<file path="config.mk">
export PLATFORM = sky130hd
export DESIGN_NAME = serial_addsub
export DESIGN_NICKNAME = d
export VERILOG_FILES = /design/src/rtl/alu_pkg.sv /design/src/rtl/adder_slice.sv /design/src/rtl/serial_addsub.sv
export SDC_FILE = /design/constraint.sdc
export NUM_CORES = 1
export LEC_CHECK = 0
export BUFFER_PORTS_ARGS = -buffer_cell sky130_fd_sc_hd__buf_2
export CORE_ASPECT_RATIO = 0.75
export CORE_MARGIN = 8
export CORE_UTILIZATION = 41
export CTS_CLUSTER_DIAMETER = 120
export DETAILED_ROUTE_END_ITERATION = 16
export PLACE_DENSITY_LB_ADDON = 0.2
export SYNTH_ARGS = -nofsm -noshare
export SYNTH_HDL_FRONTEND = slang
export SYNTH_HIERARCHICAL = 1
export SYNTH_SLANG_ARGS = --single-unit
</file>
<file path="constraint.sdc">
create_clock -name clk -period 2.4 [get_ports clk]
set_input_delay 0.48 -clock clk [delete_from_list [all_inputs] [get_ports clk]]
set_output_delay 0.48 -clock clk [all_outputs]
set_load 0.02 [all_outputs]
</file>
<file path="src/rtl/alu_pkg.sv">
// Shared encodings for the serial add/subtract unit: operation codes,
// controller states and the operand-conditioning helpers.
package alu_pkg;

   typedef enum logic [1:0] {
      OP_ADD = 2'b00,
      OP_SUB = 2'b01,
      OP_ADC = 2'b10,
      OP_SBB = 2'b11
   } op_e;

   typedef enum logic [1:0] {
      ST_IDLE = 2'b00,
      ST_BUSY = 2'b01,
      ST_DONE = 2'b10
   } state_e;

   // Subtracting forms feed ~b into the adder.
   function automatic logic op_inverts_b(input op_e op);
      return (op == OP_SUB) || (op == OP_SBB);
   endfunction

   // Initial carry: fixed for ADD/SUB, taken from cin for ADC/SBB
   // (for SBB, cin=1 means no borrow).
   function automatic logic op_carry_in(input op_e op, input logic cin);
      logic c;
      case (op)
         OP_ADD:  c = 1'b0;
         OP_SUB:  c = 1'b1;
         default: c = cin;
      endcase
      return c;
   endfunction

endpackage

</file>
<file path="src/rtl/adder_slice.sv">
// CHUNK-bit combinational ripple adder built from 1-bit full adders.
module adder_slice #(
   parameter int CHUNK = 4
) (
   input  logic [CHUNK-1:0] a,
   input  logic [CHUNK-1:0] b,
   input  logic             cin,
   output logic [CHUNK-1:0] s,
   output logic             cout
);

   logic [CHUNK:0] c;

   assign c[0] = cin;

   // Ripple chain: each stage is a plain full adder.
   for (genvar i = 0; i < CHUNK; i++) begin : g_fa
      assign s[i]   = a[i] ^ b[i] ^ c[i];
      assign c[i+1] = (a[i] & b[i]) | (a[i] & c[i]) | (b[i] & c[i]);
   end

   assign cout = c[CHUNK];

endmodule

</file>
<file path="src/rtl/serial_addsub.sv">
// Serial add/subtract unit: one CHUNK-bit slice per cycle, LSB slice first.
// Optional build macro ADDSUB_FLAGS_EN enables the zero and ovf flags;
// without it both flags read 0. WIDTH must be a multiple of CHUNK.
//
// state   | meaning
// --------+---------------------------------------------------------
// ST_IDLE | waiting for an operation, in_ready=1
// ST_BUSY | adding one slice per cycle, counter selects the slice
// ST_DONE | result held with out_valid=1 until out_ready
module serial_addsub
   import alu_pkg::*;
#(
   parameter int WIDTH = 16,
   parameter int CHUNK = 4
) (
   input  logic             clk,
   input  logic             rst,
   input  logic             in_valid,
   output logic             in_ready,
   input  logic [WIDTH-1:0] a,
   input  logic [WIDTH-1:0] b,
   input  logic             cin,
   input  logic [1:0]       s_op,
   output logic             out_valid,
   input  logic             out_ready,
   output logic [WIDTH-1:0] s,
   output logic             cout,
   output logic             zero,
   output logic             ovf
);

   localparam int NCHUNK = WIDTH / CHUNK;
   localparam int CW     = (NCHUNK > 1) ? $clog2(NCHUNK) : 1;
   localparam logic [CW-1:0] LAST = CW'(NCHUNK - 1);

   state_e state_q, state_d;

   logic [CW-1:0]    cnt_q;
   logic [WIDTH-1:0] a_q, b_q, s_q;
   logic             carry_q, cout_q, zero_q, ovf_q;

   logic [CHUNK-1:0] slice_s;
   logic             slice_cout;
   logic [WIDTH-1:0] s_next;
   logic             zero_nxt, ovf_nxt;
   logic             accept, busy, last_slice;
   op_e              op_in;

   assign op_in      = op_e'(s_op);
   assign in_ready   = (state_q == ST_IDLE);
   assign out_valid  = (state_q == ST_DONE);
   assign accept     = in_valid & in_ready;
   assign busy       = (state_q == ST_BUSY);
   assign last_slice = busy && (cnt_q == LAST);

   adder_slice #(.CHUNK(CHUNK)) u_slice (
      .a    (a_q[CHUNK-1:0]),
      .b    (b_q[CHUNK-1:0]),
      .cin  (carry_q),
      .s    (slice_s),
      .cout (slice_cout)
   );

   // The result register fills from the top so the LSB slice ends up at bit 0.
   if (CHUNK == WIDTH) begin : g_one
      assign s_next = slice_s;
   end else begin : g_multi
      assign s_next = {slice_s, s_q[WIDTH-1:CHUNK]};
   end

`ifdef ADDSUB_FLAGS_EN
   // Carry into the MSB recovered from the MSB sum bit: s = a ^ b ^ c.
   logic c_msb;
   assign c_msb    = a_q[CHUNK-1] ^ b_q[CHUNK-1] ^ slice_s[CHUNK-1];
   assign zero_nxt = (s_next == '0);
   assign ovf_nxt  = c_msb ^ slice_cout;
`else
   assign zero_nxt = 1'b0;
   assign ovf_nxt  = 1'b0;
`endif

   // State register.
   always_ff @(posedge clk) begin
      if (rst) state_q <= ST_IDLE;
      else     state_q <= state_d;
   end

   // Next-state logic.
   always_comb begin
      state_d = state_q;
      case (state_q)
         ST_IDLE: if (in_valid)            state_d = ST_BUSY;
         ST_BUSY: if (cnt_q == LAST)       state_d = ST_DONE;
         ST_DONE: if (out_ready)           state_d = ST_IDLE;
         default:                          state_d = ST_IDLE;
      endcase
   end

   // Operand capture, per-slice shift/add and result/flag registers.
   always_ff @(posedge clk) begin
      if (rst) begin
         cnt_q   <= '0;
         a_q     <= '0;
         b_q     <= '0;
         s_q     <= '0;
         carry_q <= 1'b0;
         cout_q  <= 1'b0;
         zero_q  <= 1'b0;
         ovf_q   <= 1'b0;
      end else if (accept) begin
         cnt_q   <= '0;
         a_q     <= a;
         b_q     <= op_inverts_b(op_in) ? ~b : b;
         carry_q <= op_carry_in(op_in, cin);
      end else if (busy) begin
         cnt_q   <= cnt_q + CW'(1);
         a_q     <= a_q >> CHUNK;
         b_q     <= b_q >> CHUNK;
         s_q     <= s_next;
         carry_q <= slice_cout;
         if (last_slice) begin
            cout_q <= slice_cout;
            zero_q <= zero_nxt;
            ovf_q  <= ovf_nxt;
         end
      end
   end

   assign s    = s_q;
   assign cout = cout_q;
   assign zero = zero_q;
   assign ovf  = ovf_q;

endmodule

</file>
==> results of run 1 <==
## cell type report
| class | count | area share |
|---|---|---|
| clock buffers | 8 | 0.03875 |
| inverters | 10 | 0.01321 |
| multi-input cells | 193 | 0.4152 |
| flip-flops and latches | 54 | 0.3804 |
| well taps | 78 | 0.03435 |
| repair buffers | 62 | 0.1180 |
## stage by stage
step | utilization | area, µm² | hold WS (ns)
floorplan | - | 2424 | 0.4366
global placement | 0.4737 | 2731 | 0.4385
detailed placement | 0.4737 | 2731 | 0.4441
CTS | 0.4928 | 2841 | 0.4223
global route | 0.4928 | 2841 | 0.4417
finish | 0.4928 | 2841 | 0.4318
## sequential cells by signal, indices dropped and copies added, names as in the netlist
name,count
s,16
cnt_q,2
carry_q,1
b_q,16
state_q,2
cout,1
a_q,16
## cells by family after synthesis
family          count (synthesis)
simple gates                  105
compound gates                 62
flops                          54
buf+inv                        33
xor+xnor                       17
fa+ha+maj                       5
mux                             2
other cells                     1
## power groups by stage
stage,Combinational (mW),Sequential [mW],Clock [mW]
final,0.290,0.993,0.571
after global routing,0.327,1.00,0.631
after CTS,0.296,0.994,0.586
after detailed placement,0.294,1.01,0
after global placement,0.291,1.01,0
after floorplan,0.213,1.01,0
## critical path: stages, from the launching register on
cell	delay [ns]
dfxtp_1	0.33
inv_1	0.07
fa_1	0.16
inv_1	0.05
fa_1	0.38
fa_1	0.38
inv_1	0.08
fa_1	0.40
inv_1	0.06
nand2_1	0.04
a21oi_1	0.12
## cells in the mapped netlist (all sizes together) (2+ instances only)
cell type  number
dfxtp          54
nand2          45
a21oi          34
nor2           33
buf            15
a221o          13
xnor2          13
inv            10
a211oi          8
clkbuf          8
nand2b          6
nor3            6
nand3           5
or3b            5
a22oi           4
fa              4
xor2            4
mux2i           2
## cell usage in the layout, fill, tap and decap left out, types with 5 or more instances in the layout
| cell | netlist | final |
|---|---|---|
| buf_2 | 9 | 57 |
| dfxtp_1 | 54 | 54 |
| nand2_1 | 45 | 45 |
| a21oi_1 | 34 | 34 |
| nor2_1 | 33 | 33 |
| xnor2_1 | 13 | 13 |
| inv_1 | 10 | 10 |
| a211oi_1 | 8 | 8 |
| a221o_2 | 8 | 8 |
| clkbuf_8 | 0 | 8 |
| nand2b_1 | 6 | 6 |
| nor3_1 | 6 | 6 |
| nand3_1 | 5 | 5 |
| a221o_1 | 5 | 5 |
## layer usage
| metal | wire length [µm] | global-route usage | vias to the layer above |
|---|---|---|---|
| li1 | - | - | 1029 |
| met4 | 48 | 0.03830 | 0 |
| met2 | 2336 | 0.1910 | 41 |
| met3 | 296 | 0.04264 | 5 |
| met1 | 2737 | 0.1631 | 890 |
| met5 | 0 | 0 | - |
## how the worst min path moves through the flow
| stage | from | endpoint | slack (ns) |
|---|---|---|---|
| 2_1_floorplan | a_q[14] | a_q[10] | 0.44 |
| 3_3_place_gp | s[2] | s[2] | 0.44 |
| 3_5_place_dp | s[1] | s[1] | 0.44 |
| 4_1_cts | a[13] | a_q[13] | 0.42 |
| 5_1_grt | a[15] | a_q[15] | 0.44 |
| 6_report | a[13] | a_q[13] | 0.43 |
==> results.toml, run 1 <==
[critical_path]
crit_arrival_ns = 2.36
worstSetupPathType = "register to register"
reg2reg_depth = 10
reg2reg_from = "b_q[0]"
required_ns = 2.63
timing.rr.end = "s[15]"
startpoint = "b_q[0]"
critical_path.max_fanout = 2
crit_path_end_kind = "register"
cp-endpoint = "s[15]"
r2r_slack_ns = 0.27
cp-start-kind = "register"

[yosys]
synth-simple-area-share = 0.1996
ys_types = 32
yosysSeqAreaShare = 0.4467
synth_xor_area_frac = 0.06153
synth_edf_count = 0
synth-seq-cells = 54
synth_area_leaders = "dfxtp_1, a21oi_1, nand2_1"
synth_top_flop_cell = "dfxtp_1"
synth_top_family_by_area = "simple AND/OR/NAND/NOR gates"
synth_area_um2 = 2420
synthMuxAreaShare = 0.008273
syn_inst = 279
yosysWarnings = 6
synth_top_area_frac = 0.4467
async_flop_share = 0
synth_compound_area_frac = 0.1758
syn-mean-instance-area_um2 = 8.673
yosysTopAreaCell = "dfxtp_1"
synthAdderAreaFrac = 0.03826

[clocking]
clkSlewWorstSetupHoldPaths_ns = 0.09
numCtsBuffers = 5
clk-insertion-delay-late_ns = 0.30
root_buffer = "clkbuf_8"
htreeDepth = 2
post_cts_buffers = 0
cts_resized = 0
cts_tree = "yes"
cts.path.max_buffers = 2
cts_hold_buf = 0
cts.sinks = 54

[timing]
finClkSkew_ns = 0.004284
period_needed_ns = 2.128
finalWorstSetupSlack_ns = 0.2718
final.period_utilization = 0.8868
timing.fmax_mhz = 469.9
slew_violations = 0
worst_slew_pin_slew_ns = 0.8015
slew-limit-headroom = 0.4637
finalSetupViolations = 0
hold_viol_final = 0
rsz0062_at_grt = "no"
tns_ns = 0

[power]
combPwrFrac = 0.157
p_int_mw = 1.376
p_sw_mw = 0.4785
power.share.switching = 0.2581
pwr-share-seq = 0.536
total_power_mw = 1.854
clkPwrFrac = 0.308
power.density_nw_per_um2 = 652.6
power.leakage_nw = 1.190
peakVddDrop_v = 0.0003546

[cells_and_area]
regArea_um2 = 1081
multi_input_area_um2 = 1180
nFillCells = 590
num_antenna_cells = 0
synthToLayoutAreaGrowth_pct = 17.43
nets = 370
layout-drive-gt1-share = 0.2630
final_cells = 405

[global_routing]
grt_max_degree = 31
grtUsageTotal = 0.1245
grt_overflow = 0
grt_pass1_vias = 1852
grt_pass1_wl_mm = 8.880
antenna_found_initial = 0

[detailed_routing]
vias = 1965
dr.pass1.iters = 4
routed_wl_mm = 5.419
route.detailed.drc = 0
drt_iter0_markers = 66
vias_per_cell = 4.852
ant_nets = 0
post_drt_wl_per_cell_um = 13.38

[floorplanning]
die_h_um = 82.53
die_x_um = 104.7
die-area_um2 = 8642
core_um2 = 5766
start_util = 0.4197
pin_count = 60
rows = 24

[min_path]
hold_class = "input port to register"
holdPathStages = 3

[place]
dp_slack_ns = 0.3082
dpl.hpwl_mm = 3.934
routabilityCongestion = 0.7540
port_buffers = 57
place_inst = 397

[status]
outcome = "completed"

[flow_run]
cap_viol_max_count = 0
Note: power is estimated with default switching activity, not from simulation.
==> run 2, diff against run 1 <==
==> constraint.sdc (replaced) <==
create_clock -name clk -period 2.4 [get_ports clk]
set_input_delay 0.48 -clock clk [delete_from_list [all_inputs] [get_ports clk]]
set_output_delay 0.48 -clock clk [all_outputs]
set_load 0.1 [all_outputs]
==> results.toml, run 2 (synthesized netlist as in run 1, its figures left out) <==
[status]
outcome = "completed"

[detailed_routing]
vias = 1991
vias_per_cell = 4.916
drt_iter0_markers = 66
route.detailed.drc = 0
post_drt_wl_per_cell_um = 13.40
ant_nets = 0
dr.pass1.iters = 4
routed_wl_mm = 5.427

[min_path]
holdPathStages = 3
min_delay_worst_endpoint = "a_q[13]"
hp-start = "a[13]"
hold_class = "input port to register"

[critical_path]
crit_arrival_ns = 2.37
worstSetupPathType = "register to register"
cp-start-kind = "register"
crit_path_end_kind = "register"
reg2reg_depth = 10
r2r_slack_ns = 0.29
reg2reg_from = "b_q[0]"
required_ns = 2.65
critical_path.max_fanout = 2
timing.rr.end = "s[15]"

[cells_and_area]
synthToLayoutAreaGrowth_pct = 16.80
mostFrequentLayoutCells = "buf_2, dfxtp_1, nand2_1"
post-route-cell-area_um2 = 2826
nFillCells = 626
layout-drive-gt1-share = 0.2630
final_common_cell = "buf_2"
postLayoutCoreUtil = 0.4902
nets = 370
num_antenna_cells = 0
final_cells = 405

[place]
dpl.hpwl_mm = 3.927
place_inst = 397
routabilityCongestion = 0.7585
place_area_um2 = 2731
dp_slack_ns = 0.3095
port_buffers = 57

[clocking]
htreeDepth = 2
clkSlewWorstSetupHoldPaths_ns = 0.09
cts.sinks = 54
cts.path.max_buffers = 2
cts_tree = "yes"
post_cts_buffers = 0
cts_hold_buf = 0
root_buffer = "clkbuf_8"
clk-insertion-delay-late_ns = 0.31
cts_resized = 0
numCtsBuffers = 5

[global_routing]
grt_pass1_vias = 1912
grt_pass1_wl_mm = 8.990
grtUsageTotal = 0.1295
grt_max_degree = 31
antenna_found_initial = 0
grt_overflow = 0

[timing]
finalWorstSetupSlack_ns = 0.2855
period_needed_ns = 2.114
slew_violations = 0
hold_viol_final = 0
finClkSkew_ns = 0.009043
rsz0062_at_grt = "no"
final.period_utilization = 0.8810
timing.fmax_mhz = 472.9
worst_slew_pin_slew_ns = 0.8740
slew-limit-headroom = 0.4152
finalSetupViolations = 0
whs_ns = 0.4106
tns_ns = 0

[floorplanning]
start_util = 0.4197
rows = 24
core_um2 = 5766
die-area_um2 = 8642
die_h_um = 82.53
die_x_um = 104.7
pin_count = 60

[power]
peakVddDrop_v = 0.0003456
combPwrFrac = 0.190
power.leakage_nw = 1.180
p_sw_mw = 0.5568
power.density_nw_per_um2 = 662.5
power.share.switching = 0.2973
pwr-share-seq = 0.530
total_power_mw = 1.872
clkPwrFrac = 0.279
p_int_mw = 1.316

[flow_run]
cap_viol_max_count = 0
-- run 2: cell count changes in the layout (fill, tap and decap cells not counted) --
| cell | change |
|---|---|
| clkbuf_8 | -2 |
| clkinv_2 | +1 |
| clkinvlp_4 | +1 |
-- run 2: power by group through the flow --
stage               combinational (mW)  clock, mW  sequential (mW)
floorplan                        0.233          0             1.06
global placement                 0.358          0             1.01
detailed placement               0.360          0             1.01
CTS                              0.361      0.547            0.994
global route                     0.393      0.584             1.00
finish                           0.356      0.523            0.993
-- run 2: critical path: stages, from the launching register on --
cell and delay (ns):
dfxtp_1 0.33, inv_1 0.07, fa_1 0.16, inv_1 0.05, fa_1 0.38, fa_1 0.38
inv_1 0.07, fa_1 0.40, inv_1 0.06, nand2_1 0.04, a21oi_1 0.11
-- run 2: routing by layer --
layer	track usage	part of all wire	vias to the layer above	routed length (µm)
li1	-	-	1025	-
met1	0.1547	0.48	918	2599
met2	0.1999	0.43	40	2345
met3	0.05736	0.073	8	398
met4	0.05957	0.015	0	84
met5	0	0	-	0
-- run 2: layout make-up --
type	count	area, µm²	share of cell area
inverter	10	37.54	0.01328
multi-input combinational	193	1180	0.4174
sequential	54	1081	0.3825
clock inverter	2	12.51	0.004427
timing repair buffer	62	335.3	0.1186
clock buffer	6	82.58	0.02922
tap	78	97.59	0.03453
-- run 2: worst max path at each step --
stage | from | endpoint | slack (ns) | depth (start not counted)
finish | b_q[0] | s[15] | 0.29 | 10
global route | b_q[0] | s[15] | 0.14 | 10
CTS | b_q[0] | s[15] | 0.28 | 10
detailed placement | a_q[0] | s[15] | 0.31 | 10
global placement | a_q[0] | s[15] | 0.37 | 10
floorplan | state_q[0] | in_ready | 0.07 | 3
==> run 3, diff against run 2 <==
--- a/config.mk
+++ b/config.mk
@@ -6,9 +6,11 @@
 export NUM_CORES = 1
 export LEC_CHECK = 0
 export BUFFER_PORTS_ARGS = -buffer_cell sky130_fd_sc_hd__buf_2
+export CELL_PAD_IN_SITES_DETAIL_PLACEMENT = 0
+export CELL_PAD_IN_SITES_GLOBAL_PLACEMENT = 1
 export CORE_ASPECT_RATIO = 0.75
 export CORE_MARGIN = 8
-export CORE_UTILIZATION = 41
+export CORE_UTILIZATION = 39
 export CTS_CLUSTER_DIAMETER = 120
 export DETAILED_ROUTE_END_ITERATION = 16
 export PLACE_DENSITY_LB_ADDON = 0.2
==> results.toml, run 3 (synthesized netlist as in run 1, its figures left out) <==
[clocking]
post_cts_buffers = 0
cts_resized = 0
htreeDepth = 2
numCtsBuffers = 5
cts.path.max_buffers = 2
cts_tree = "yes"
clk-insertion-delay-late_ns = 0.30
root_buffer = "clkbuf_8"
clkSlewWorstSetupHoldPaths_ns = 0.09
cts.sinks = 54
cts_hold_buf = 0

[global_routing]
grt_max_degree = 31
grt_pass1_wl_mm = 9.170
antenna_found_initial = 0
grt_pass1_vias = 1839
grtUsageTotal = 0.1240
grt_overflow = 0

[place]
place_inst = 401
port_buffers = 57
routabilityCongestion = 0.7249
dpl.hpwl_mm = 4.015
place_area_um2 = 2730

[detailed_routing]
routed_wl_mm = 5.625
drt_iter0_markers = 79
post_drt_wl_per_cell_um = 13.75
vias_per_cell = 4.875
dr.pass1.iters = 4
route.detailed.drc = 0
vias = 1994
ant_nets = 0

[timing]
rsz0062_at_grt = "no"
slew-limit-headroom = 0.4261
tns_ns = 0
slew_violations = 0
worst_slew_pin_slew_ns = 0.8577
finalSetupViolations = 0
finClkSkew_ns = 0.007254
timing.fmax_mhz = 477.8
period_needed_ns = 2.093
final.period_utilization = 0.8720
hold_viol_final = 0

[floorplanning]
die_x_um = 107.0
die_h_um = 84.22
start_util = 0.3927
die-area_um2 = 9007
pin_count = 60
core_um2 = 6162
rows = 25

[power]
peakVddDrop_v = 0.0002354
power.share.switching = 0.2993
p_int_mw = 1.316
pwr-share-seq = 0.529
p_sw_mw = 0.5620
clkPwrFrac = 0.281
power.density_nw_per_um2 = 665.5
total_power_mw = 1.878
combPwrFrac = 0.190
power.leakage_nw = 1.182

[cells_and_area]
nets = 371
multi_input_area_um2 = 1180
final_cells = 409
mostFrequentLayoutCells = "buf_2, dfxtp_1, nand2_1"
final_common_cell = "buf_2"
regArea_um2 = 1081
nFillCells = 653
layout-drive-gt1-share = 0.2622
synthToLayoutAreaGrowth_pct = 16.60
num_antenna_cells = 0
post-route-cell-area_um2 = 2821

[critical_path]
crit_path_end_kind = "primary output"
r2r_slack_ns = 0.33
cp-start-kind = "register"
worstSetupPathType = "register to primary output"
required_ns = 1.92
critical_path.max_fanout = 14
crit_arrival_ns = 1.61

[min_path]
hold_class = "input port to register"

[flow_run]
cap_viol_max_count = 0

[status]
outcome = "completed"
## run 3: cell types whose count changed in the layout (fill, tap and decap cells not counted)
cell        before  now
clkbuf_1         0    1
buf_4            4    6
clkinvlp_4       1    0
buf_12           1    0
## run 3: final cells by class
type	instances	share of cell area
Multi-Input combinational cell	193	0.4182
Clock buffer	7	0.03060
Tap cell	81	0.03592
Clock inverter	1	0.001774
Inverter	10	0.01330
Timing Repair Buffer	63	0.1171
Sequential cell	54	0.3831
## run 3: per-layer routing
metal | vias up | GRT usage | routed length (µm)
met5 | - | 0 | 0
met3 | 7 | 0.04744 | 371
li1 | 1028 | - | -
met2 | 42 | 0.1662 | 2265
met1 | 917 | 0.1770 | 2935
met4 | 0 | 0.03439 | 52
## run 3: final timing paths
kind / start / to / depth (start not counted)
max: state_q[1] / out_valid / 2
min: a[15] / a_q[15] / 3
max reg2reg: a_q[0] / s[15] / 10
min reg2reg: s[2] / s[2] / 2
## run 3: per-stage QoR
stage	util	hold WS (ns)	setup WS (ns)
2_1_floorplan	-	0.4366	0.06531
3_3_place_gp	0.4430	0.4419	0.3643
3_5_place_dp	0.4430	0.4463	0.3386
4_1_cts	0.4579	0.4175	0.2911
5_1_grt	0.4579	0.4365	0.1555
6_report	0.4579	0.4192	0.3073
## run 3: power by group through the flow
stage          combinational [mW]  clock, mW  sequential, mW
2_1_floorplan               0.233          0            1.06
3_3_place_gp                0.358          0            1.01
3_5_place_dp                0.359          0            1.01
4_1_cts                     0.360      0.539           0.994
5_1_grt                     0.393      0.585            1.00
6_report                    0.357      0.527           0.994
## run 3: worst max-delay path, stage by stage, from the launching register on
cell	delay [ns]
dfxtp_1	0.64
and2b_1	0.24
buf_2	0.44
